<file path="src/rtl/glb_port_arbiter_if.sv">
// glb_port_arbiter_if: bundles both master request/response channels and the
// shared GLB read/write port pair seen by glb_port_arbiter.
// slave  : arbiter side (takes master requests and GLB read data, drives grants/GLB).
// master : environment side (the two masters plus the GLB instance).
interface glb_port_arbiter_if #(
  parameter int ADDR_BITS = 32,
  parameter int DATA_BITS = 32
);
  logic                 m0_req;
  logic                 m0_lock;
  logic [3:0]           m0_we;
  logic [3:0]           m0_re;
  logic [ADDR_BITS-1:0] m0_w_addr;
  logic [ADDR_BITS-1:0] m0_r_addr;
  logic [DATA_BITS-1:0] m0_wdata;
  logic                 m0_gnt;
  logic                 m0_rvalid;
  logic [DATA_BITS-1:0] m0_rdata;

  logic                 m1_req;
  logic                 m1_lock;
  logic [3:0]           m1_we;
  logic [3:0]           m1_re;
  logic [ADDR_BITS-1:0] m1_w_addr;
  logic [ADDR_BITS-1:0] m1_r_addr;
  logic [DATA_BITS-1:0] m1_wdata;
  logic                 m1_gnt;
  logic                 m1_rvalid;
  logic [DATA_BITS-1:0] m1_rdata;

  logic [3:0]           glb_we;
  logic [3:0]           glb_re;
  logic [ADDR_BITS-1:0] glb_w_addr;
  logic [ADDR_BITS-1:0] glb_r_addr;
  logic [DATA_BITS-1:0] glb_din;
  logic [DATA_BITS-1:0] glb_dout;

  modport slave (
    input  m0_req, m0_lock, m0_we, m0_re, m0_w_addr, m0_r_addr, m0_wdata,
    output m0_gnt, m0_rvalid, m0_rdata,
    input  m1_req, m1_lock, m1_we, m1_re, m1_w_addr, m1_r_addr, m1_wdata,
    output m1_gnt, m1_rvalid, m1_rdata,
    output glb_we, glb_re, glb_w_addr, glb_r_addr, glb_din,
    input  glb_dout
  );

  modport master (
    output m0_req, m0_lock, m0_we, m0_re, m0_w_addr, m0_r_addr, m0_wdata,
    input  m0_gnt, m0_rvalid, m0_rdata,
    output m1_req, m1_lock, m1_we, m1_re, m1_w_addr, m1_r_addr, m1_wdata,
    input  m1_gnt, m1_rvalid, m1_rdata,
    input  glb_we, glb_re, glb_w_addr, glb_r_addr, glb_din,
    output glb_dout
  );
endinterface

</file>
<file path="src/rtl/glb_port_arbiter.sv">
// glb_port_arbiter: shares one GLB read/write port pair between the pass
// controller (master 0) and the tiling DRAM mover (master 1). Per-cycle
// round-robin grant, optional bounded lock bursts, and read data steered back
// to the requesting master after RD_LAT cycles.
// Optional feature: define GLB_ARB_PERF_EN to add saturating grant/stall counters.
module glb_port_arbiter #(
  parameter int ADDR_BITS = 32,
  parameter int DATA_BITS = 32,
  parameter int RD_LAT    = 1,
  parameter int MAX_BURST = 16
) (
  input  logic                  clk,
  input  logic                  rst,
  glb_port_arbiter_if.slave     bus,
  output logic                  busy
`ifdef GLB_ARB_PERF_EN
  ,
  output logic [31:0]           perf_gnt0,
  output logic [31:0]           perf_gnt1,
  output logic [31:0]           perf_stall0,
  output logic [31:0]           perf_stall1
`endif
);

  localparam logic [7:0] MAX_B = 8'(MAX_BURST);

  function automatic logic [7:0] sat_inc8(input logic [7:0] v);
    return (v >= MAX_B) ? MAX_B : v + 8'd1;
  endfunction

  function automatic logic [31:0] sat_inc32(input logic [31:0] v);
    return (v == 32'hFFFF_FFFF) ? v : v + 32'd1;
  endfunction

  logic              prio_q, prio_d;
  logic              own_q, own_d;
  logic              own_id_q, own_id_d;
  logic [7:0]        burst_cnt_q, burst_cnt_d;
  logic [RD_LAT-1:0] rd_vld_q, rd_vld_d;
  logic [RD_LAT-1:0] rd_id_q, rd_id_d;

  logic req0, req1, own_req, oth_req;
  logic force_off, own_active;
  logic win_vld, win_id, win_lock, rd_new;

  // Winner selection: active lock owner, then sole requester, then prio.
  // Requests are masked while reset is asserted so nothing is granted.
  always_comb begin
    req0       = bus.m0_req & rst;
    req1       = bus.m1_req & rst;
    own_req    = own_id_q ? req1 : req0;
    oth_req    = own_id_q ? req0 : req1;
    force_off  = own_q && own_req && oth_req && (burst_cnt_q == MAX_B);
    own_active = own_q && own_req && !force_off;
    win_vld    = req0 | req1;
    if (own_active)        win_id = own_id_q;
    else if (force_off)    win_id = ~own_id_q;
    else if (req0 && req1) win_id = prio_q;
    else                   win_id = req1;
    win_lock   = win_id ? bus.m1_lock : bus.m0_lock;
  end

  // GLB port mux and grant outputs; idle port drives all zeros.
  always_comb begin
    bus.glb_we     = '0;
    bus.glb_re     = '0;
    bus.glb_w_addr = '0;
    bus.glb_r_addr = '0;
    bus.glb_din    = '0;
    if (win_vld) begin
      bus.glb_we     = win_id ? bus.m1_we     : bus.m0_we;
      bus.glb_re     = win_id ? bus.m1_re     : bus.m0_re;
      bus.glb_w_addr = win_id ? bus.m1_w_addr : bus.m0_w_addr;
      bus.glb_r_addr = win_id ? bus.m1_r_addr : bus.m0_r_addr;
      bus.glb_din    = win_id ? bus.m1_wdata  : bus.m0_wdata;
    end
    bus.m0_gnt = win_vld & ~win_id;
    bus.m1_gnt = win_vld &  win_id;
  end

  // Next state: prio flips to the non-winner on every grant; a locked grant
  // (re)starts or extends ownership; the read tag pipe shifts every cycle.
  always_comb begin
    prio_d      = prio_q;
    own_d       = 1'b0;
    own_id_d    = own_id_q;
    burst_cnt_d = '0;
    rd_new      = win_vld && (bus.glb_re != 4'd0);
    if (win_vld) begin
      prio_d = ~win_id;
      if (win_lock) begin
        own_d       = 1'b1;
        own_id_d    = win_id;
        burst_cnt_d = own_active ? sat_inc8(burst_cnt_q) : 8'd1;
      end
    end
    rd_vld_d    = rd_vld_q;
    rd_id_d     = rd_id_q;
    rd_vld_d[0] = rd_new;
    rd_id_d[0]  = win_id;
    for (int i = 1; i < RD_LAT; i++) begin
      rd_vld_d[i] = rd_vld_q[i-1];
      rd_id_d[i]  = rd_id_q[i-1];
    end
  end

  // Arbitration state and read-return pipe; reset drops in-flight reads.
  always_ff @(posedge clk or negedge rst) begin
    if (!rst) begin
      prio_q      <= 1'b0;
      own_q       <= 1'b0;
      own_id_q    <= 1'b0;
      burst_cnt_q <= '0;
      rd_vld_q    <= '0;
      rd_id_q     <= '0;
    end else begin
      prio_q      <= prio_d;
      own_q       <= own_d;
      own_id_q    <= own_id_d;
      burst_cnt_q <= burst_cnt_d;
      rd_vld_q    <= rd_vld_d;
      rd_id_q     <= rd_id_d;
    end
  end

  // Read return: tail of the tag pipe selects which master sees glb_dout.
  always_comb begin
    bus.m0_rvalid = rd_vld_q[RD_LAT-1] & ~rd_id_q[RD_LAT-1];
    bus.m1_rvalid = rd_vld_q[RD_LAT-1] &  rd_id_q[RD_LAT-1];
    bus.m0_rdata  = bus.m0_rvalid ? bus.glb_dout : '0;
    bus.m1_rdata  = bus.m1_rvalid ? bus.glb_dout : '0;
    busy          = win_vld | (|rd_vld_q);
  end

`ifdef GLB_ARB_PERF_EN
  logic [31:0] perf_gnt0_q, perf_gnt0_d, perf_gnt1_q, perf_gnt1_d;
  logic [31:0] perf_stall0_q, perf_stall0_d, perf_stall1_q, perf_stall1_d;

  // Saturating grant and stall counters.
  always_comb begin
    perf_gnt0_d   = bus.m0_gnt ? sat_inc32(perf_gnt0_q) : perf_gnt0_q;
    perf_gnt1_d   = bus.m1_gnt ? sat_inc32(perf_gnt1_q) : perf_gnt1_q;
    perf_stall0_d = (req0 && !bus.m0_gnt) ? sat_inc32(perf_stall0_q) : perf_stall0_q;
    perf_stall1_d = (req1 && !bus.m1_gnt) ? sat_inc32(perf_stall1_q) : perf_stall1_q;
  end

  // Counter registers.
  always_ff @(posedge clk or negedge rst) begin
    if (!rst) begin
      perf_gnt0_q   <= '0;
      perf_gnt1_q   <= '0;
      perf_stall0_q <= '0;
      perf_stall1_q <= '0;
    end else begin
      perf_gnt0_q   <= perf_gnt0_d;
      perf_gnt1_q   <= perf_gnt1_d;
      perf_stall0_q <= perf_stall0_d;
      perf_stall1_q <= perf_stall1_d;
    end
  end

  assign perf_gnt0   = perf_gnt0_q;
  assign perf_gnt1   = perf_gnt1_q;
  assign perf_stall0 = perf_stall0_q;
  assign perf_stall1 = perf_stall1_q;
`endif

endmodule

</file>
<file path="src/flat_wrapper.sv">
// flat-port wrapper written by rule: the top's interface ports become plain ports
module glb_port_arbiter_flat 
#(
  parameter int ADDR_BITS = 32,
  parameter int DATA_BITS = 32,
  parameter int RD_LAT    = 1,
  parameter int MAX_BURST = 16
)
  (clk, rst, busy, bus_m0_req, bus_m0_lock, bus_m0_we, bus_m0_re, bus_m0_w_addr, bus_m0_r_addr, bus_m0_wdata, bus_m0_gnt, bus_m0_rvalid, bus_m0_rdata, bus_m1_req, bus_m1_lock, bus_m1_we, bus_m1_re, bus_m1_w_addr, bus_m1_r_addr, bus_m1_wdata, bus_m1_gnt, bus_m1_rvalid, bus_m1_rdata, bus_glb_we, bus_glb_re, bus_glb_w_addr, bus_glb_r_addr, bus_glb_din, bus_glb_dout);
  glb_port_arbiter_if #(.ADDR_BITS(ADDR_BITS), .DATA_BITS(DATA_BITS)) bus_i ();
  input  logic clk;
  input  logic rst;
  output logic busy;
  input wire logic [$bits(bus_i.m0_req)-1:0] bus_m0_req;
  input wire logic [$bits(bus_i.m0_lock)-1:0] bus_m0_lock;
  input wire logic [$bits(bus_i.m0_we)-1:0] bus_m0_we;
  input wire logic [$bits(bus_i.m0_re)-1:0] bus_m0_re;
  input wire logic [$bits(bus_i.m0_w_addr)-1:0] bus_m0_w_addr;
  input wire logic [$bits(bus_i.m0_r_addr)-1:0] bus_m0_r_addr;
  input wire logic [$bits(bus_i.m0_wdata)-1:0] bus_m0_wdata;
  output wire logic [$bits(bus_i.m0_gnt)-1:0] bus_m0_gnt;
  output wire logic [$bits(bus_i.m0_rvalid)-1:0] bus_m0_rvalid;
  output wire logic [$bits(bus_i.m0_rdata)-1:0] bus_m0_rdata;
  input wire logic [$bits(bus_i.m1_req)-1:0] bus_m1_req;
  input wire logic [$bits(bus_i.m1_lock)-1:0] bus_m1_lock;
  input wire logic [$bits(bus_i.m1_we)-1:0] bus_m1_we;
  input wire logic [$bits(bus_i.m1_re)-1:0] bus_m1_re;
  input wire logic [$bits(bus_i.m1_w_addr)-1:0] bus_m1_w_addr;
  input wire logic [$bits(bus_i.m1_r_addr)-1:0] bus_m1_r_addr;
  input wire logic [$bits(bus_i.m1_wdata)-1:0] bus_m1_wdata;
  output wire logic [$bits(bus_i.m1_gnt)-1:0] bus_m1_gnt;
  output wire logic [$bits(bus_i.m1_rvalid)-1:0] bus_m1_rvalid;
  output wire logic [$bits(bus_i.m1_rdata)-1:0] bus_m1_rdata;
  output wire logic [$bits(bus_i.glb_we)-1:0] bus_glb_we;
  output wire logic [$bits(bus_i.glb_re)-1:0] bus_glb_re;
  output wire logic [$bits(bus_i.glb_w_addr)-1:0] bus_glb_w_addr;
  output wire logic [$bits(bus_i.glb_r_addr)-1:0] bus_glb_r_addr;
  output wire logic [$bits(bus_i.glb_din)-1:0] bus_glb_din;
  input wire logic [$bits(bus_i.glb_dout)-1:0] bus_glb_dout;
  assign bus_i.m0_req = bus_m0_req;
  assign bus_i.m0_lock = bus_m0_lock;
  assign bus_i.m0_we = bus_m0_we;
  assign bus_i.m0_re = bus_m0_re;
  assign bus_i.m0_w_addr = bus_m0_w_addr;
  assign bus_i.m0_r_addr = bus_m0_r_addr;
  assign bus_i.m0_wdata = bus_m0_wdata;
  assign bus_m0_gnt = bus_i.m0_gnt;
  assign bus_m0_rvalid = bus_i.m0_rvalid;
  assign bus_m0_rdata = bus_i.m0_rdata;
  assign bus_i.m1_req = bus_m1_req;
  assign bus_i.m1_lock = bus_m1_lock;
  assign bus_i.m1_we = bus_m1_we;
  assign bus_i.m1_re = bus_m1_re;
  assign bus_i.m1_w_addr = bus_m1_w_addr;
  assign bus_i.m1_r_addr = bus_m1_r_addr;
  assign bus_i.m1_wdata = bus_m1_wdata;
  assign bus_m1_gnt = bus_i.m1_gnt;
  assign bus_m1_rvalid = bus_i.m1_rvalid;
  assign bus_m1_rdata = bus_i.m1_rdata;
  assign bus_glb_we = bus_i.glb_we;
  assign bus_glb_re = bus_i.glb_re;
  assign bus_glb_w_addr = bus_i.glb_w_addr;
  assign bus_glb_r_addr = bus_i.glb_r_addr;
  assign bus_glb_din = bus_i.glb_din;
  assign bus_i.glb_dout = bus_glb_dout;
  glb_port_arbiter #(.ADDR_BITS(ADDR_BITS), .DATA_BITS(DATA_BITS), .RD_LAT(RD_LAT), .MAX_BURST(MAX_BURST)) u_core (.clk(clk), .rst(rst), .bus(bus_i), .busy(busy));
endmodule
</file>
<file path="config.mk">
export PLATFORM = sky130hd
export DESIGN_NAME = glb_port_arbiter_flat
export DESIGN_NICKNAME = d
export VERILOG_FILES = /design/src/rtl/glb_port_arbiter_if.sv /design/src/rtl/glb_port_arbiter.sv /design/src/flat_wrapper.sv
export SDC_FILE = /design/constraint.sdc
export NUM_CORES = 1
export LEC_CHECK = 0
export ABC_AREA = 1
export CAP_MARGIN = 10
export CORE_AREA = 2 2 164 166
export CTS_CLUSTER_DIAMETER = 120
export CTS_CLUSTER_SIZE = 28
export DETAILED_ROUTE_END_ITERATION = 10
export DIE_AREA = 0 0 166 168
export PLACE_DENSITY = 0.5
export SKIP_CTS_REPAIR_TIMING = 1
export SLEW_MARGIN = 20
export SYNTH_ARGS = -nofsm -noshare
export SYNTH_HDL_FRONTEND = slang
export SYNTH_SLANG_ARGS = --single-unit
</file>
<file path="constraint.sdc">
create_clock -name clk -period 3.05 [get_ports clk]
set_clock_uncertainty 0.1 [all_clocks]
set_input_delay 0.915 -clock clk [delete_from_list [all_inputs] [get_ports clk]]
set_output_delay 0.915 -clock clk [all_outputs]
set_load 0.005 [all_outputs]
</file>
Word level (Yosys, flattened, before mapping) --
Index checks and enable logic that the tools add are counted.
Storage, ports and cells: bits in read-only memories 0, output and inout port bits 173, memories kept 0, latch bits 0, RAM bits 0, bits in registers 13
Operators by class: magnitude comparators 1, mux-type cells 24, shifts and indexed selects 0, divide/modulo/power cells 0, eq/ne operators 1, multipliers 0, bitwise operators 11, $add $sub $neg 1, reductions and logical operators 9
Operator list (count):
- 2-to-1 mux 32 bit | 8
- 2-to-1 mux 8 bit | 4
- 2-to-1 mux 4 bit | 4
- adder 8 x 1 -> 8 bit (second input constant) | 1
- == test 8 x 5 -> 1 bit (second input constant) | 1
- greater-or-equal comparator 8 x 5 -> 1 bit (second input constant) | 1
- 2-to-1 mux 1 bit | 8
- bitwise AND 1 bit | 6
- logical AND 1 bit | 6
- nonzero test 4 bit | 1
- NOT 1 bit | 3
- bitwise OR 1 bit | 2
- AND reduction 2 bit | 1
- zero test 1 bit | 1

Longest topological paths before layout --
word-level depth 12, mapped depth 13, depth with buffers taken out 12

Worst setup path before layout --
Ideal clock, no wire load.
path type input-to-output, from input port rst, to output port bus_glb_din[0], path slack 0.052 ns, stages on the path 10, path buffers 2, data arrival time 1.983 ns, data required time 2.035 ns, path through nand2_1 nor2_1 nand3_1 nand2_2 nand3_4 nand2_4 buf_6 buf_6 nand2_1 nand2_1
Between the ends: word-level cells in the longest chain between the ends 10
Ends and longest elaborated chain:
- start, declared | line flat_wrapper.sv:12 | input logic rst;
- bitwise AND 1 bit (on tied branches) | line glb_port_arbiter.sv:49, glb_port_arbiter.sv:50
- 2-to-1 mux 1 bit | line glb_port_arbiter.sv:51 | own_req = own_id_q ? req1 : req0;
- logical AND 1 bit | line glb_port_arbiter.sv:53, glb_port_arbiter.sv:54
- logical AND 1 bit (2 in a row) | line glb_port_arbiter.sv:53 | force_off = own_q && own_req && oth_req && (burst_cnt_q == MAX_B);
- zero test 1 bit | line glb_port_arbiter.sv:54 | own_active = own_q && own_req && !force_off;
- logical AND 1 bit | line glb_port_arbiter.sv:54
- 2-to-1 mux 1 bit | line glb_port_arbiter.sv:56 | if (own_active) win_id = own_id_q;
- 2-to-1 mux 32 bit | line glb_port_arbiter.sv:75 | bus.glb_din = win_id ? bus.m1_wdata : bus.m0_wdata;
- 2-to-1 mux 32 bit * | line glb_port_arbiter.sv:70 | if (win_vld) begin
- end, declared | line flat_wrapper.sv:38 | output wire logic [$bits(bus_i.glb_din)-1:0] bus_glb_din;
Mark *: on every way between the ends. The rest lies on a longest branch, timed or not.

Worst setup path after layout --
from input port bus_m0_req, to output port bus_glb_w_addr[18]
Between the ends: word-level cells in the longest chain between the ends 10
Ends and longest elaborated chain:
- start, declared | line flat_wrapper.sv:14 | input wire logic [$bits(bus_i.m0_req)-1:0] bus_m0_req;
- bitwise AND 1 bit * | line glb_port_arbiter.sv:49 | req0 = bus.m0_req & rst;
- 2-to-1 mux 1 bit | line glb_port_arbiter.sv:51
- logical AND 1 bit | line glb_port_arbiter.sv:53, glb_port_arbiter.sv:54
- logical AND 1 bit (2 in a row) | line glb_port_arbiter.sv:53
- zero test 1 bit | line glb_port_arbiter.sv:54
- logical AND 1 bit | line glb_port_arbiter.sv:54
- 2-to-1 mux 1 bit | line glb_port_arbiter.sv:56
- 2-to-1 mux 32 bit | line glb_port_arbiter.sv:73 | bus.glb_w_addr = win_id ? bus.m1_w_addr : bus.m0_w_addr;
- 2-to-1 mux 32 bit * | line glb_port_arbiter.sv:70
- end, declared | line flat_wrapper.sv:36 | output wire logic [$bits(bus_i.glb_w_addr)-1:0] bus_glb_w_addr;
Marks and branches as above.

==> results <==
[placed cells by master (no fill, tap or decap)]
cell and count:
sky130_fd_sc_hd__conb_1 3, sky130_fd_sc_hd__nor2_2 4, sky130_fd_sc_hd__nor3_1 7, sky130_fd_sc_hd__inv_1 46, sky130_fd_sc_hd__nand2_4 37, sky130_fd_sc_hd__clkdlybuf4s50_1 247, sky130_fd_sc_hd__nand2_1 189, sky130_fd_sc_hd__ha_1 2
sky130_fd_sc_hd__o21a_1 1, sky130_fd_sc_hd__nand3_4 4, sky130_fd_sc_hd__nand2_2 107, sky130_fd_sc_hd__clkbuf_16 12, sky130_fd_sc_hd__buf_4 28, sky130_fd_sc_hd__buf_16 2, sky130_fd_sc_hd__inv_2 3, sky130_fd_sc_hd__dlymetal6s2s_1 64
sky130_fd_sc_hd__o21ai_1 1, sky130_fd_sc_hd__nand3_1 3, sky130_fd_sc_hd__o21ai_0 1, sky130_fd_sc_hd__nand3_2 1, sky130_fd_sc_hd__clkbuf_2 38, sky130_fd_sc_hd__buf_6 41, sky130_fd_sc_hd__dfrtp_1 13, sky130_fd_sc_hd__a21oi_1 1
sky130_fd_sc_hd__nor2_1 67, sky130_fd_sc_hd__clkinv_4 1, sky130_fd_sc_hd__buf_2 45, sky130_fd_sc_hd__clkbuf_1 1, sky130_fd_sc_hd__buf_12 15, sky130_fd_sc_hd__or2_2 2, sky130_fd_sc_hd__nor2_4 5, sky130_fd_sc_hd__nand2_8 2
sky130_fd_sc_hd__buf_8 15, sky130_fd_sc_hd__nand4_1 4, sky130_fd_sc_hd__diode_2 1
[how the worst max path moves through the flow]
stage	start	to	slack, ns	cells after the start
floorplan	rst	bus_glb_din[0]	0.05	10
global placement	rst	bus_glb_din[21]	-1.18	14
detailed placement	rst	bus_glb_din[21]	-1.16	14
CTS	rst	bus_glb_din[21]	-1.17	14
global route	bus_m0_req	bus_glb_din[17]	-0.49	15
finish	bus_m0_req	bus_glb_w_addr[18]	-0.40	15
[cells by family (layout without fill, tap and decap cells)]
kind of cell             after synthesis  count (layout)  share of synthesized area
other                                  1               4                    0.00151
adder cells (fa/ha/maj)                2               2                     0.0101
AND/OR/NAND/NOR                      432             432                      0.680
AO/OA/AOI/OAI                          4               4                    0.00905
buffers and inverters                 78             558                      0.169
flip-flops                            13              13                      0.131
[area by class of cell]
type	count	share of cell area
diodes	1	0.000291
clock buffers	4	0.00918
well taps	341	0.0497
repair buffers	504	0.602
inverters	50	0.0224
flip-flops and latches	13	0.0379
multi-input cells	441	0.279
[synthesized netlist by cell type]
master                     instances  area, µm²
sky130_fd_sc_hd__a21oi_1           1       5.00
sky130_fd_sc_hd__buf_2             6       30.0
sky130_fd_sc_hd__buf_6            16        180
sky130_fd_sc_hd__clkbuf_1          6       22.5
sky130_fd_sc_hd__conb_1            1       3.75
sky130_fd_sc_hd__dfrtp_1          13        325
sky130_fd_sc_hd__ha_1              2       25.0
sky130_fd_sc_hd__inv_1            47        176
sky130_fd_sc_hd__inv_2             3       11.3
sky130_fd_sc_hd__nand2_1         333       1250
sky130_fd_sc_hd__nand2_2           1       6.26
sky130_fd_sc_hd__nand2_4           1       11.3
sky130_fd_sc_hd__nand3_1           5       25.0
sky130_fd_sc_hd__nand3_2           2       20.0
sky130_fd_sc_hd__nand3_4           1       17.5
sky130_fd_sc_hd__nand4_1           4       25.0
sky130_fd_sc_hd__nor2_1           75        282
sky130_fd_sc_hd__nor2_2            1       6.26
sky130_fd_sc_hd__nor3_1            7       35.0
sky130_fd_sc_hd__o21a_1            1       7.51
sky130_fd_sc_hd__o21ai_0           1       5.00
sky130_fd_sc_hd__o21ai_1           1       5.00
sky130_fd_sc_hd__or2_2             2       12.5
[per-layer routing]
layer	track usage	up-vias	wire, µm	share of wire
met4	0.0147	0	251	0.012
met3	0.0360	14	1660	0.078
met2	0.224	284	11100	0.52
met1	0.141	2176	8260	0.39
li1	-	2516	-	-
met5	0	-	0	0
[sequential cells by signal, indices dropped and copies added, names as in the netlist]
register / count
u_core.burst_cnt_q: 8
u_core.rd_vld_q: 1
u_core.own_q: 1
u_core.rd_id_q: 1
u_core.own_id_q: 1
u_core.prio_q: 1
[where the power goes]
part	internal, mW	total [mW]	switching (mW)	leakage [nW]
combinational	1.14	1.99	0.849	4.99
sequential	0.191	0.204	0.0121	0.163
clock	0.176	0.244	0.0685	0.0382
[stage by stage]
stage | power [mW] | TNS [ns] | hold WS [ns] | util | setup slack (ns)
floorplan | 0.725 | 0 | 0.376 | - | 0.0524
global placement | 1.87 | -115.81 | 0.409 | 0.275 | -1.18
detailed placement | 1.85 | -115.83 | 0.412 | 0.275 | -1.16
CTS | 2.11 | -116.69 | 0.422 | 0.278 | -1.17
global route | 2.62 | -41.75 | 0.486 | 0.326 | -0.492
finish | 2.44 | -32.35 | 0.411 | 0.326 | -0.396
[critical path: stages]
cell                        delay, ns
sky130_fd_sc_hd__buf_8           0.09
sky130_fd_sc_hd__nand2_4         0.06
sky130_fd_sc_hd__nor2_4          0.10
sky130_fd_sc_hd__nand3_4         0.12
sky130_fd_sc_hd__nand2_4         0.10
sky130_fd_sc_hd__nand3_4         0.12
sky130_fd_sc_hd__nand3_4         0.12
sky130_fd_sc_hd__clkinv_4        0.06
sky130_fd_sc_hd__buf_12          0.14
sky130_fd_sc_hd__buf_8           0.12
sky130_fd_sc_hd__buf_6           0.12
sky130_fd_sc_hd__clkbuf_16       0.14
sky130_fd_sc_hd__nand2_1         0.06
sky130_fd_sc_hd__nand2_1         0.05
sky130_fd_sc_hd__clkbuf_2        0.11
==> flow_results.org <==
** Hold path
- Number of instances on the worst hold path :: 2
- The path with the worst hold slack has its endpoint at u_core.prio_q$_DFFE_PN0N_.
- The min-delay analysis places its worst path in the category flop to flop.
- HP Start :: u_core.prio_q$_DFFE_PN0N_

** Clocking
- Clock latency on the worst-skew pair, taken at its later pin, is about 0.24 ns.
- Counting along the longest clock path gives a buffer depth of 2.
- TritonCTS built the clock tree.
- The tree is rooted in a sky130_fd_sc_hd__clkbuf_16.
- CTS saw 13 sinks.
- After clock tree synthesis, the clock-pin slew on the worst setup and hold paths is approximately 0.04 ns.
- CTS built an H-tree with a depth of 1.
- Inserted Clock Buffers :: 3

** Outcome
- Violated checks :: setup timing
- The flow ran to the end, but the final reports show violations.

** GRT
- Total GRT Usage :: 0.121
- Antenna violations before repair :: 2
- After global routing the overflow that remains totals 0.
- The first global-routing pass estimated approximately 27000 µm of wire.
- Largest net degree at the start of global routing :: between 40 and 50
- Number of global-route vias before repair :: 4735

** Setup path
- Reg2reg setup slack :: roughly 0.67 ns
- Critical-path maximum fanout :: 4
- Data on the critical path is required at its endpoint by about 2.0 ns.
- Count of cells along the worst register-to-register path :: 17
- Worst path arrival time :: around 2.4 ns
- STA classifies the critical path endpoint as an output pin.
- Crit start category :: input pin
- Class of the most critical setup path :: input pin to output pin
- In this run the critical register-to-register path is captured at u_core.rd_vld_q$_DFF_PN0_.
- Launch point of the worst reg-to-reg path :: u_core.burst_cnt_q[0]$_DFF_PN0_

** Routing
- Average wire length per cell after detail routing :: around 16 µm
- For this run, design rule violations remaining after detail routing come to 0.
- After detailed routing, the number of vias per cell comes to 3.69.
- Remaining number of nets flagged by the antenna check after routing :: 0
- Total via count after detailed routing :: 4990
- Pre-antenna DRT Iters :: 4
- After detailed routing, the total wire length is roughly 21000 µm.
- In this run, the number of DRC markers left after iteration 0 of detailed routing was roughly 150.

** Synthesis
- Synthesis handed over a netlist of 530 instances.
- Synthesis instantiated 23 different standard cells from the library.
- Share of synthesized area occupied by flip-flops and latches :: 0.131
- Yosys printed 0 warnings.
- After synthesis the netlist holds a flip-flop and latch count of 13.
- After synthesis the cells add up to 2490 µm².
- Post-synthesis area per instance :: approximately 4.7 µm²

** STA
- Derived from the worst setup path, the maximum achievable clock frequency is ~290 MHz.
- Endpoints failing hold :: 0
- After layout, the minimum clock period comes to 3.45 ns.
- Slew Limit Fails :: 0
- In the finished design, the share of the clock period the worst path needs comes to 1.13.
- Setup repair after global routing missed its margin :: yes
- Setup violations remaining at the end of the flow were counted as ~110.
- Relative max-transition margin :: 0.615
- Crit path setup slack, layout :: -0.396 ns
- Transition time at the pin with the least slew margin :: 0.573 ns

** Floorplan
- Die Y-Extent :: roughly 170 µm
- approximately 420 I/O pins were placed.
- The floorplan step defined a die boundary enclosing around 28000 µm².
- The core region is 26400 µm².
- The floorplan has 60 rows.
- Starting Density :: 0.0944
- Overall die width :: ~170 µm

** Final layout
- In the final layout, the multi-input gates occupy 2390 µm².
- Area added between synthesis and finish :: 245%
- Once layout is done, the placed cells without fillers occupy between 8000 and 9000 µm².
- Register area :: between 300 and 400 µm²
- Fillers :: ~2800
- Non-filler cells in the finished layout :: about 1400
- Layout cell share with drive strength beyond 1 :: 0.358
- Nets :: ~1300

** Place
- Placed wire-length estimate after detailed placement :: around 16000 µm
- During placement, the flow inserted port buffers numbering about 420.
- Dpl cell area :: around 7300 µm²
- Once placement completed, the tool counted placed cells totaling 1307.
- Routability Congestion :: just over 0.8

** Flow run
- Number of max-cap violations :: 0

** Power
- VDD sags by at most approximately 180 µV.
- Power Density :: about 280 nW/µm²
- Static leakage :: 5.19 nW
No activity file was read; power rests on OpenSTA's default activity.
==> RTL change: new RTL, same flow settings <==
`DATA_BITS` is set to 32 in 3 places; all go to 40.
--- a/src/rtl/glb_port_arbiter_if.sv
+++ b/src/rtl/glb_port_arbiter_if.sv
@@ -5,5 +5,5 @@
 interface glb_port_arbiter_if #(
   parameter int ADDR_BITS = 32,
-  parameter int DATA_BITS = 32
+  parameter int DATA_BITS = 40
 );
   logic                 m0_req;
--- a/src/rtl/glb_port_arbiter.sv
+++ b/src/rtl/glb_port_arbiter.sv
@@ -6,5 +6,5 @@
 module glb_port_arbiter #(
   parameter int ADDR_BITS = 32,
-  parameter int DATA_BITS = 32,
+  parameter int DATA_BITS = 40,
   parameter int RD_LAT    = 1,
   parameter int MAX_BURST = 16
--- a/src/flat_wrapper.sv
+++ b/src/flat_wrapper.sv
@@ -3,5 +3,5 @@
 #(
   parameter int ADDR_BITS = 32,
-  parameter int DATA_BITS = 32,
+  parameter int DATA_BITS = 40,
   parameter int RD_LAT    = 1,
   parameter int MAX_BURST = 16
Interface: changed (6 resized); port bits go from 419 to 467. The function was not compared with the original's and may differ.
==> RTL change against the original RTL <==
The run still ends with setup timing left; maximum frequency fell by 3.1%; critical path depth rose by 2; wire length rose by 10%; sequential share of layout area fell by 0.19 points; critical path type unchanged; power rose by 6.5%; design area rose by 5.3%; setup slack got worse by 0.11 ns; cell count rose by 6.9%; register-to-register slack improved by 0.25 ns; first-iteration DRC count rose by 8.1%; sequential cell count did not move; core utilization rose by 1.7 points; synthesized area rose by 4.0%.
==> RTL change: results <==
critical_path:
  critPathTopFamily: "buffers and inverters"
  arrival_ns: 2.54
  crit_end: "bus_glb_din[15]"
  rr_worst_depth: 13
  r2r_setup_slack_ns: 0.92
  cpMaxStageDelayCell: "nand3_4"
  r2r_end: "u_core.burst_cnt_q[1]"
  startpoint: "rst"
placed_design:
  gp_congestion: 0.786
  place.port_buffers: 466
  placed_area_um2: 7900
  dp_cells: 1392
  dp_hpwl_mm: 17.7
synthesis:
  postSynthCellCount: 576
  synthAdderAreaFrac: 0.00967
  ys_top_cells_by_count: "nand2_1, nor2_1, inv_1"
  synthTopCellsByArea: "nand2_1, nor2_1, dfrtp_1, inv_1, buf_4"
  seq_area_frac_synth: 0.126
  synth-compound-area-share: 0.0135
  synth.distinct_cells: 24
power:
  p_switching_uw: 1020
  leakagePower_uw: 0.00582
  peakVddDrop_mv: 0.137
timing:
  timing.hold.ws_ns: 0.409
  finalSetupViolCount: 113
  slew_headroom: 0.642
  setup_tns_ns: -36.68
  timing.final.ws_setup_ns: -0.505
cells_and_area:
  drive_gt1_frac: 0.281
  nFillCells: 2856
global_routing:
  track_usage: 0.138
  grt_max_degree: 58
  grt_pass1_vias: 5160
  grt_pass1_wl_mm: 30.0
drt:
  drtIter0Drc: 160
  drt-vias-per-instance: 3.74
  routedWlPerCell_um: 16.2
  routed_wl_mm: 23.5
status:
  status: "finished, violations left"
  violations: "setup timing"
RTL change: worst register-to-register path, delay by kind of cell, from the launching register on:
family                     cells  cell delay, ns
adders and majority gates      1            0.15
buffers and inverters          3            0.38
DFF                            1            0.39
and+or+nand+nor                9            1.01
RTL change: cell type report:
| cell class | count | area (um^2) | area share |
|---|---|---|---|
| flip-flops and latches | 13 | 325 | 0.0360 |
| multi-input cells | 477 | 2380 | 0.263 |
| inverters | 57 | 214 | 0.0237 |
| well taps | 341 | 427 | 0.0472 |
| repair buffers | 554 | 5620 | 0.621 |
| clock buffers | 3 | 75.1 | 0.00830 |
| clock inverters | 1 | 5.00 | 0.000553 |
| diodes | 2 | 5.00 | 0.000553 |
RTL change: logic make-up (layout without fill, tap and decap cells):
group | count (synthesis) | in the layout
other cells | 1 | 5
simple gates | 466 | 466
flops | 13 | 13
buf+inv | 88 | 615
fa+ha+maj | 2 | 2
compound gates | 6 | 6
RTL change: power groups by stage:
stage                     logic [uW]  clock network [uW]  registers (uW)
after floorplan                  580                   0             206
after global placement          1940                   0             206
after detailed placement        1930                   0             207
after CTS                       1940                 259             204
after global routing            2330                 268             207
final                           2140                 252             204
RTL change: metal layers:
metal / global-route usage / wire length (um) / vias to the layer above / part of all wire
li1: - / - / 2729 / -
met1: 0.166 / 9460 / 2390 / 0.40
met2: 0.250 / 12100 / 287 / 0.52
met3: 0.0362 / 1750 / 8 / 0.074
met4: 0.0227 / 140 / 0 / 0.0060
met5: 0 / 0 / - / 0
RTL change: worst min path at each step:
stage,startpoint,endpoint
finish,u_core.prio_q,u_core.prio_q
global route,u_core.prio_q,u_core.prio_q
CTS,u_core.prio_q,u_core.prio_q
detailed placement,u_core.prio_q,u_core.prio_q
global placement,u_core.prio_q,u_core.prio_q
floorplan,u_core.prio_q,u_core.prio_q
RTL change: stage by stage:
stage | worst slack [ns] | total power, uW | util
4_1_cts | -1.31 | 2400 | 0.303
2_1_floorplan | 0.00422 | 786 | -
5_1_grt | -0.588 | 2800 | 0.343
3_3_place_gp | -1.27 | 2150 | 0.300
3_5_place_dp | -1.29 | 2130 | 0.300
6_report | -0.505 | 2600 | 0.343
